File: config.mk
export PLATFORM = sky130hd
export DESIGN_NAME = seq_divider_16bit_flat
export DESIGN_NICKNAME = d
export VERILOG_FILES = /design/src/rtl/seq_divider_16bit_pkg.sv /design/src/rtl/seq_divider_16bit_if.sv /design/src/rtl/seq_divider_16bit_div_step.sv /design/src/rtl/seq_divider_16bit.sv /design/src/flat_wrapper.sv
export SDC_FILE = /design/constraint.sdc
export NUM_CORES = 1
export LEC_CHECK = 0
export CAP_MARGIN = 10
export CORE_MARGIN = 2
export CORE_UTILIZATION = 50
export DETAILED_ROUTE_END_ITERATION = 6
export PLACE_DENSITY_LB_ADDON = 0.25
export SKIP_CTS_REPAIR_TIMING = 1
export SYNTH_ARGS = -nofsm -noshare
export SYNTH_HDL_FRONTEND = slang
export SYNTH_SLANG_ARGS = --single-unit
File: constraint.sdc
create_clock -name clk -period 3 [get_ports clk]
set_input_delay 0.6 -clock clk [delete_from_list [all_inputs] [get_ports clk]]
set_output_delay 0.6 -clock clk [all_outputs]
set_load 0.05 [all_outputs]
File: src/rtl/seq_divider_16bit_pkg.sv
// Shared constants for the iterative divider and the ALU result mux that consumes it.
package seq_divider_16bit_pkg;

  localparam int DEF_WIDTH = 16;

  // FSM encoding
  typedef enum logic [1:0] {
    IDLE = 2'b00,
    RUN  = 2'b01,
    DONE = 2'b10
  } div_state_t;

  // Quotient reported when the divisor is zero
  localparam logic [15:0] DIV_ZERO_Q = 16'hFFFF;

  // MUX16 select codes for the two results of one divide
  localparam logic [3:0] OP_DIV = 4'd11;
  localparam logic [3:0] OP_MOD = 4'd12;

endpackage

File: src/rtl/seq_divider_16bit_if.sv
// Handshake and operand/result bundle between the ALU control and the divider.
interface seq_divider_16bit_if #(
  parameter int WIDTH = 16
);
  logic             start;
  logic [WIDTH-1:0] a;
  logic [WIDTH-1:0] b;
  logic             busy;
  logic             done;
  logic [WIDTH-1:0] quotient;
  logic [WIDTH-1:0] remainder;
  logic             error;

  modport master (
    output start, a, b,
    input  busy, done, quotient, remainder, error
  );

  modport slave (
    input  start, a, b,
    output busy, done, quotient, remainder, error
  );
endinterface

File: src/rtl/seq_divider_16bit_div_step.sv
// One restoring-division step: shift in the next dividend bit, trial-subtract the divisor.
module seq_divider_16bit_div_step #(
  parameter int WIDTH = 16
) (
  input  logic [WIDTH:0]   rem_in,
  input  logic             dvd_bit,
  input  logic [WIDTH-1:0] divisor,
  output logic [WIDTH:0]   rem_out,
  output logic             q_bit
);

  logic [WIDTH:0] shifted;
  logic [WIDTH:0] diff;
  // The partial remainder is always below the divisor, so its top bit is never set.
  logic           unused_rem_msb;

  assign unused_rem_msb = rem_in[WIDTH];

  // Trial subtraction on WIDTH+1 bits; the borrow-free case means rem >= divisor.
  always_comb begin
    shifted = {rem_in[WIDTH-1:0], dvd_bit};
    diff    = shifted - {1'b0, divisor};
    q_bit   = (shifted >= {1'b0, divisor});
    rem_out = q_bit ? diff : shifted;
  end

endmodule

File: src/rtl/seq_divider_16bit.sv
// Iterative restoring divider: one quotient bit per clock, results held for the ALU mux.
module seq_divider_16bit
  import seq_divider_16bit_pkg::*;
#(
  parameter int WIDTH = DEF_WIDTH
) (
  input  logic                clk,
  input  logic                rst,
  seq_divider_16bit_if.slave  bus
);

  localparam int CNT_W = $clog2(WIDTH);
  localparam logic [CNT_W-1:0] LAST_STEP = CNT_W'(WIDTH - 1);

  div_state_t       state_q, state_d;
  logic             accept;
  logic             last_step;

  // dvd_q shifts the dividend out at the MSB and collects quotient bits at the LSB,
  // so after WIDTH steps it holds the quotient.
  logic [WIDTH-1:0] dvd_q;
  logic [WIDTH-1:0] dvs_q;
  logic [WIDTH:0]   rem_q;
  logic [CNT_W-1:0] cnt_q;

  logic [WIDTH-1:0] quot_q;
  logic [WIDTH-1:0] remd_q;
  logic             err_q;

  logic [WIDTH:0]   rem_next;
  logic             q_bit;

  seq_divider_16bit_div_step #(.WIDTH(WIDTH)) u_step (
    .rem_in  (rem_q),
    .dvd_bit (dvd_q[WIDTH-1]),
    .divisor (dvs_q),
    .rem_out (rem_next),
    .q_bit   (q_bit)
  );

  // State register; reset wins over everything.
  always_ff @(posedge clk) begin
    if (rst) state_q <= IDLE;
    else     state_q <= state_d;
  end

  // Next-state logic; DONE accepts a new start just like IDLE for back-to-back ops.
  always_comb begin
    state_d   = state_q;
    accept    = 1'b0;
    last_step = 1'b0;
    case (state_q)
      IDLE, DONE: begin
        if (bus.start) begin
          accept  = 1'b1;
          state_d = (bus.b == '0) ? DONE : RUN;
        end else if (state_q == DONE) begin
          state_d = IDLE;
        end
      end
      RUN: begin
        if (cnt_q == LAST_STEP) begin
          last_step = 1'b1;
          state_d   = DONE;
        end
      end
      default: state_d = IDLE;
    endcase
  end

  // Datapath: load on accept, iterate in RUN, publish results only on the final step.
  always_ff @(posedge clk) begin
    if (rst) begin
      dvd_q  <= '0;
      dvs_q  <= '0;
      rem_q  <= '0;
      cnt_q  <= '0;
      quot_q <= '0;
      remd_q <= '0;
      err_q  <= 1'b0;
    end else if (accept) begin
      dvd_q <= bus.a;
      dvs_q <= bus.b;
      rem_q <= '0;
      cnt_q <= '0;
      if (bus.b == '0) begin
        err_q  <= 1'b1;
        quot_q <= WIDTH'(DIV_ZERO_Q);
        remd_q <= bus.a;
      end else begin
        err_q  <= 1'b0;
      end
    end else if (state_q == RUN) begin
      dvd_q <= {dvd_q[WIDTH-2:0], q_bit};
      rem_q <= rem_next;
      cnt_q <= cnt_q + 1'b1;
      if (last_step) begin
        quot_q <= {dvd_q[WIDTH-2:0], q_bit};
        remd_q <= rem_next[WIDTH-1:0];
      end
    end
  end

  assign bus.busy      = (state_q == RUN);
  assign bus.done      = (state_q == DONE);
  assign bus.quotient  = quot_q;
  assign bus.remainder = remd_q;
  assign bus.error     = err_q;

endmodule
File: src/flat_wrapper.sv
// flat-port wrapper written by rule: the top's interface ports become plain ports
module seq_divider_16bit_flat import seq_divider_16bit_pkg::*;
#(
  parameter int WIDTH = DEF_WIDTH
)
  (clk, rst, bus_start, bus_a, bus_b, bus_busy, bus_done, bus_quotient, bus_remainder, bus_error);
  seq_divider_16bit_if #(.WIDTH(WIDTH)) bus_i ();
  input  logic clk;
  input  logic rst;
  input wire logic [$bits(bus_i.start)-1:0] bus_start;
  input wire logic [$bits(bus_i.a)-1:0] bus_a;
  input wire logic [$bits(bus_i.b)-1:0] bus_b;
  output wire logic [$bits(bus_i.busy)-1:0] bus_busy;
  output wire logic [$bits(bus_i.done)-1:0] bus_done;
  output wire logic [$bits(bus_i.quotient)-1:0] bus_quotient;
  output wire logic [$bits(bus_i.remainder)-1:0] bus_remainder;
  output wire logic [$bits(bus_i.error)-1:0] bus_error;
  assign bus_i.start = bus_start;
  assign bus_i.a = bus_a;
  assign bus_i.b = bus_b;
  assign bus_busy = bus_i.busy;
  assign bus_done = bus_i.done;
  assign bus_quotient = bus_i.quotient;
  assign bus_remainder = bus_i.remainder;
  assign bus_error = bus_i.error;
  seq_divider_16bit #(.WIDTH(WIDTH)) u_core (.clk(clk), .rst(rst), .bus(bus_i));
endmodule
==> results.md <==
- Most frequent cells in the layout: 87 x dfxtp_1, 68 x nand2_1, 67 x clkdlybuf4s50_1
- Multi-input gate area: 2399 sq um
- Worst slew pin tran: around 0.74 ns
- Syn Nets: 570
- Hold Slack: 0.4572 ns
- Clock latency on the worst-skew pair: 0.37 ns
- Root Driver: clkbuf_8
- Final #Nets: 626
- Nature of the critical path endpoint: register
- Global-route usage over all layers: 0.2400
- Type of origin of the critical path: register
- Status: complete, no violations
- Netlist Area Pre-Place: 4397 sq um
- CP Max Fanout: 20
- Clock slew at reported path FFs: 0.10 ns
- Cells after DPL: 670
- Total grt overflow: 0
- I/O pin count: 70
- Type of the worst setup path: register to register
- Dpl ws: 0.09624 ns
- DIE AREA: approximately 9600 sq um
- Via count: 4070
- Fin. Hold Viols: 0
- Predominant post-synthesis flop cell: dfxtp_1
- Final setup viols: 0
- Die span in y: 97.78 microns
- Period minus WS final: 2.746 ns
- Hold crit path type: register to register
- Global-route wire length before repair: 19010 microns
- Placeable Area: 8636 sq um
- VDD IR max: 0.3313 mV
- Critical path arrival: ~3 ns
- Die width: 97.78 microns
- Worst slew margin: 0.5077
- Diode count: 0
- RSZ-0062 raised after global routing: false
- Total Neg Setup Slack: 0 ns
- Iter 0 DRT Violations: 336
- Avg Vias per Cell: between 5 and 6
- Sequential cell area: 1742 sq um
- Clock skew: 0.01434 ns
- DRT Wirelength: 11360 microns
- Post-synth EDFFs: 0
- Period utilization: 0.9154
- Sinks on Clock Net: 87
- Share of cells above drive strength 1: 0.1003
- Fin cells: between 600 and 700
- Number of global-route vias before repair: 3904
- Max Slew Vio Count: 0
- CTS tree: done
- Yosys reg bits: 87
- Post-Syn Instances: ~520
- Final ANT Viol Nets: 0
- Fmax: around 360 MHz
- Pin count of the biggest net entering global routing: 53
- Per-cell routed wire length: 16.56 microns
- CTS Buffer Depth: 2
- Filler instances: 775
- Mean post-synth cell area: 8.504 sq um
- Initial Utilization: 0.5091
- CP required: between 3 and 4 ns
- Most common cell after layout, fill and taps aside: dfxtp_1
- Sequential share of the synthesized area: 0.3961
- Residual DRC count: 0
- Post-DP HPWL: between 8000 and 9000 microns
- # H-tree levels: 3
- Yosys cell types: 54
- Pwr Density: around 540 nW/um^2
- Final GP Congestion: between 0.9 and 1
- Antenna violations before repair: 0
- DRT Pass-1 Iters: 5
- Yosys warns: 0
- Post-route setup slack: 0.2538 ns
- Async set-or-reset flop fraction in the synthesized netlist: 0
- Leakage: around 2 nW
- PortBufs: 69
- MaxCap Viol Count: 0
- TritonCTS buffer count: 9
- Area grow syn2layout: 21.77%
- Site Rows: 34
-- power breakdown --
group,total [mW],internal (mW),switching (mW)
clock,0.824,0.330,0.494
combinational,0.852,0.351,0.501
sequential,1.24,1.20,0.0404
total,2.92,1.88,1.03
-- critical path, stage by stage, from the launching register on --
cell and delay (ns):
dfxtp_1 0.34, inv_1 0.05, ha_1 0.41, nand4_1 0.15, or2_0 0.24, o221a_4 0.32, o21ai_4 0.59, mux2i_1 0.25
a221oi_1 0.31
-- cell usage after synthesis, types with 2 or more instances --
master / instances / share of area
mux2i_1: 14 / 0.032
o221a_2: 15 / 0.038
nand4_1: 15 / 0.021
buf_2: 8 / 0.0091
or3_1: 5 / 0.0071
o31a_1: 3 / 0.0060
a21oi_1: 65 / 0.074
a22oi_1: 17 / 0.029
buf_1: 3 / 0.0026
o22ai_1: 7 / 0.010
o21a_1: 4 / 0.0068
nor2b_1: 6 / 0.0085
o21ai_0: 25 / 0.028
buf_4: 3 / 0.0051
clkbuf_1: 23 / 0.020
o211ai_1: 3 / 0.0051
a31oi_1: 4 / 0.0057
a221oi_1: 4 / 0.0080
a21o_1: 5 / 0.0085
ha_1: 17 / 0.048
and3_1: 8 / 0.011
inv_1: 19 / 0.016
nand3_1: 17 / 0.019
nor3_1: 3 / 0.0034
xor2_1: 8 / 0.016
dfxtp_1: 87 / 0.40
nor4_1: 4 / 0.0057
nor2_1: 16 / 0.014
nand2_1: 68 / 0.058
xnor2_1: 6 / 0.012
a211oi_1: 8 / 0.014
or2_2: 2 / 0.0028
nand2b_1: 4 / 0.0057
-- sequential cells by signal (all words and copies together) (netlist names) --
register / count
u_core.bus.quotient: 16
u_core.rem_q: 16
u_core.dvs_q: 16
u_core.dvd_q: 16
u_core.bus.remainder: 16
u_core.cnt_q: 4
u_core.state_q: 2
u_core.bus.error: 1
-- worst paths after layout --
| check | startpoint | to | slack, ns | cells after the start |
|---|---|---|---|---|
| setup reg to reg | u_core.dvs_q[8] | u_core.bus.remainder[11] | 0.25 | 8 |
| hold / removal | u_core.dvs_q[11] | u_core.dvs_q[11] | 0.46 | 2 |
| hold reg to reg | u_core.dvs_q[11] | u_core.dvs_q[11] | 0.46 | 2 |
| setup / recovery | u_core.dvs_q[8] | u_core.bus.remainder[11] | 0.25 | 8 |
-- area by class of cell --
type                            instances  area share
Clock buffer                            9     0.02314
Clock inverter                          7     0.01402
Inverter                               21     0.01472
Multi-Input combinational cell        371      0.4480
Sequential cell                        87      0.3253
Tap cell                              108     0.02524
Timing Repair Buffer                   83      0.1496
-- metrics by stage --
step,total power [mW],util,instance area (sq um)
after global placement,2.089,0.5969,5155
after floorplan,1.920,-,4397
final,2.917,0.6200,5354
after detailed placement,2.104,0.5969,5155
after CTS,2.923,0.6200,5354
after global routing,3.064,0.6200,5354
-- kinds of logic after synthesis --
logic type                 share of synthesized area
muxes                                        0.03187
DFF                                           0.3961
buffers and inverters                        0.05891
adders and majority gates                    0.05293
and+or+nand+nor                               0.1688
xor gates and xnor gates                     0.02789
AOI/OAI and AO/OA                             0.2635
-- per-layer routing --
| metal | wire length [microns] | vias up | track usage |
|---|---|---|---|
| li1 | - | 2000 | - |
| met1 | 5144 | 1919 | 0.3260 |
| met2 | 5456 | 129 | 0.3942 |
| met3 | 600 | 22 | 0.04080 |
| met4 | 158 | 0 | 0.07265 |
| met5 | 0 | - | 0 |
No activity file was read; power rests on OpenSTA's default activity.
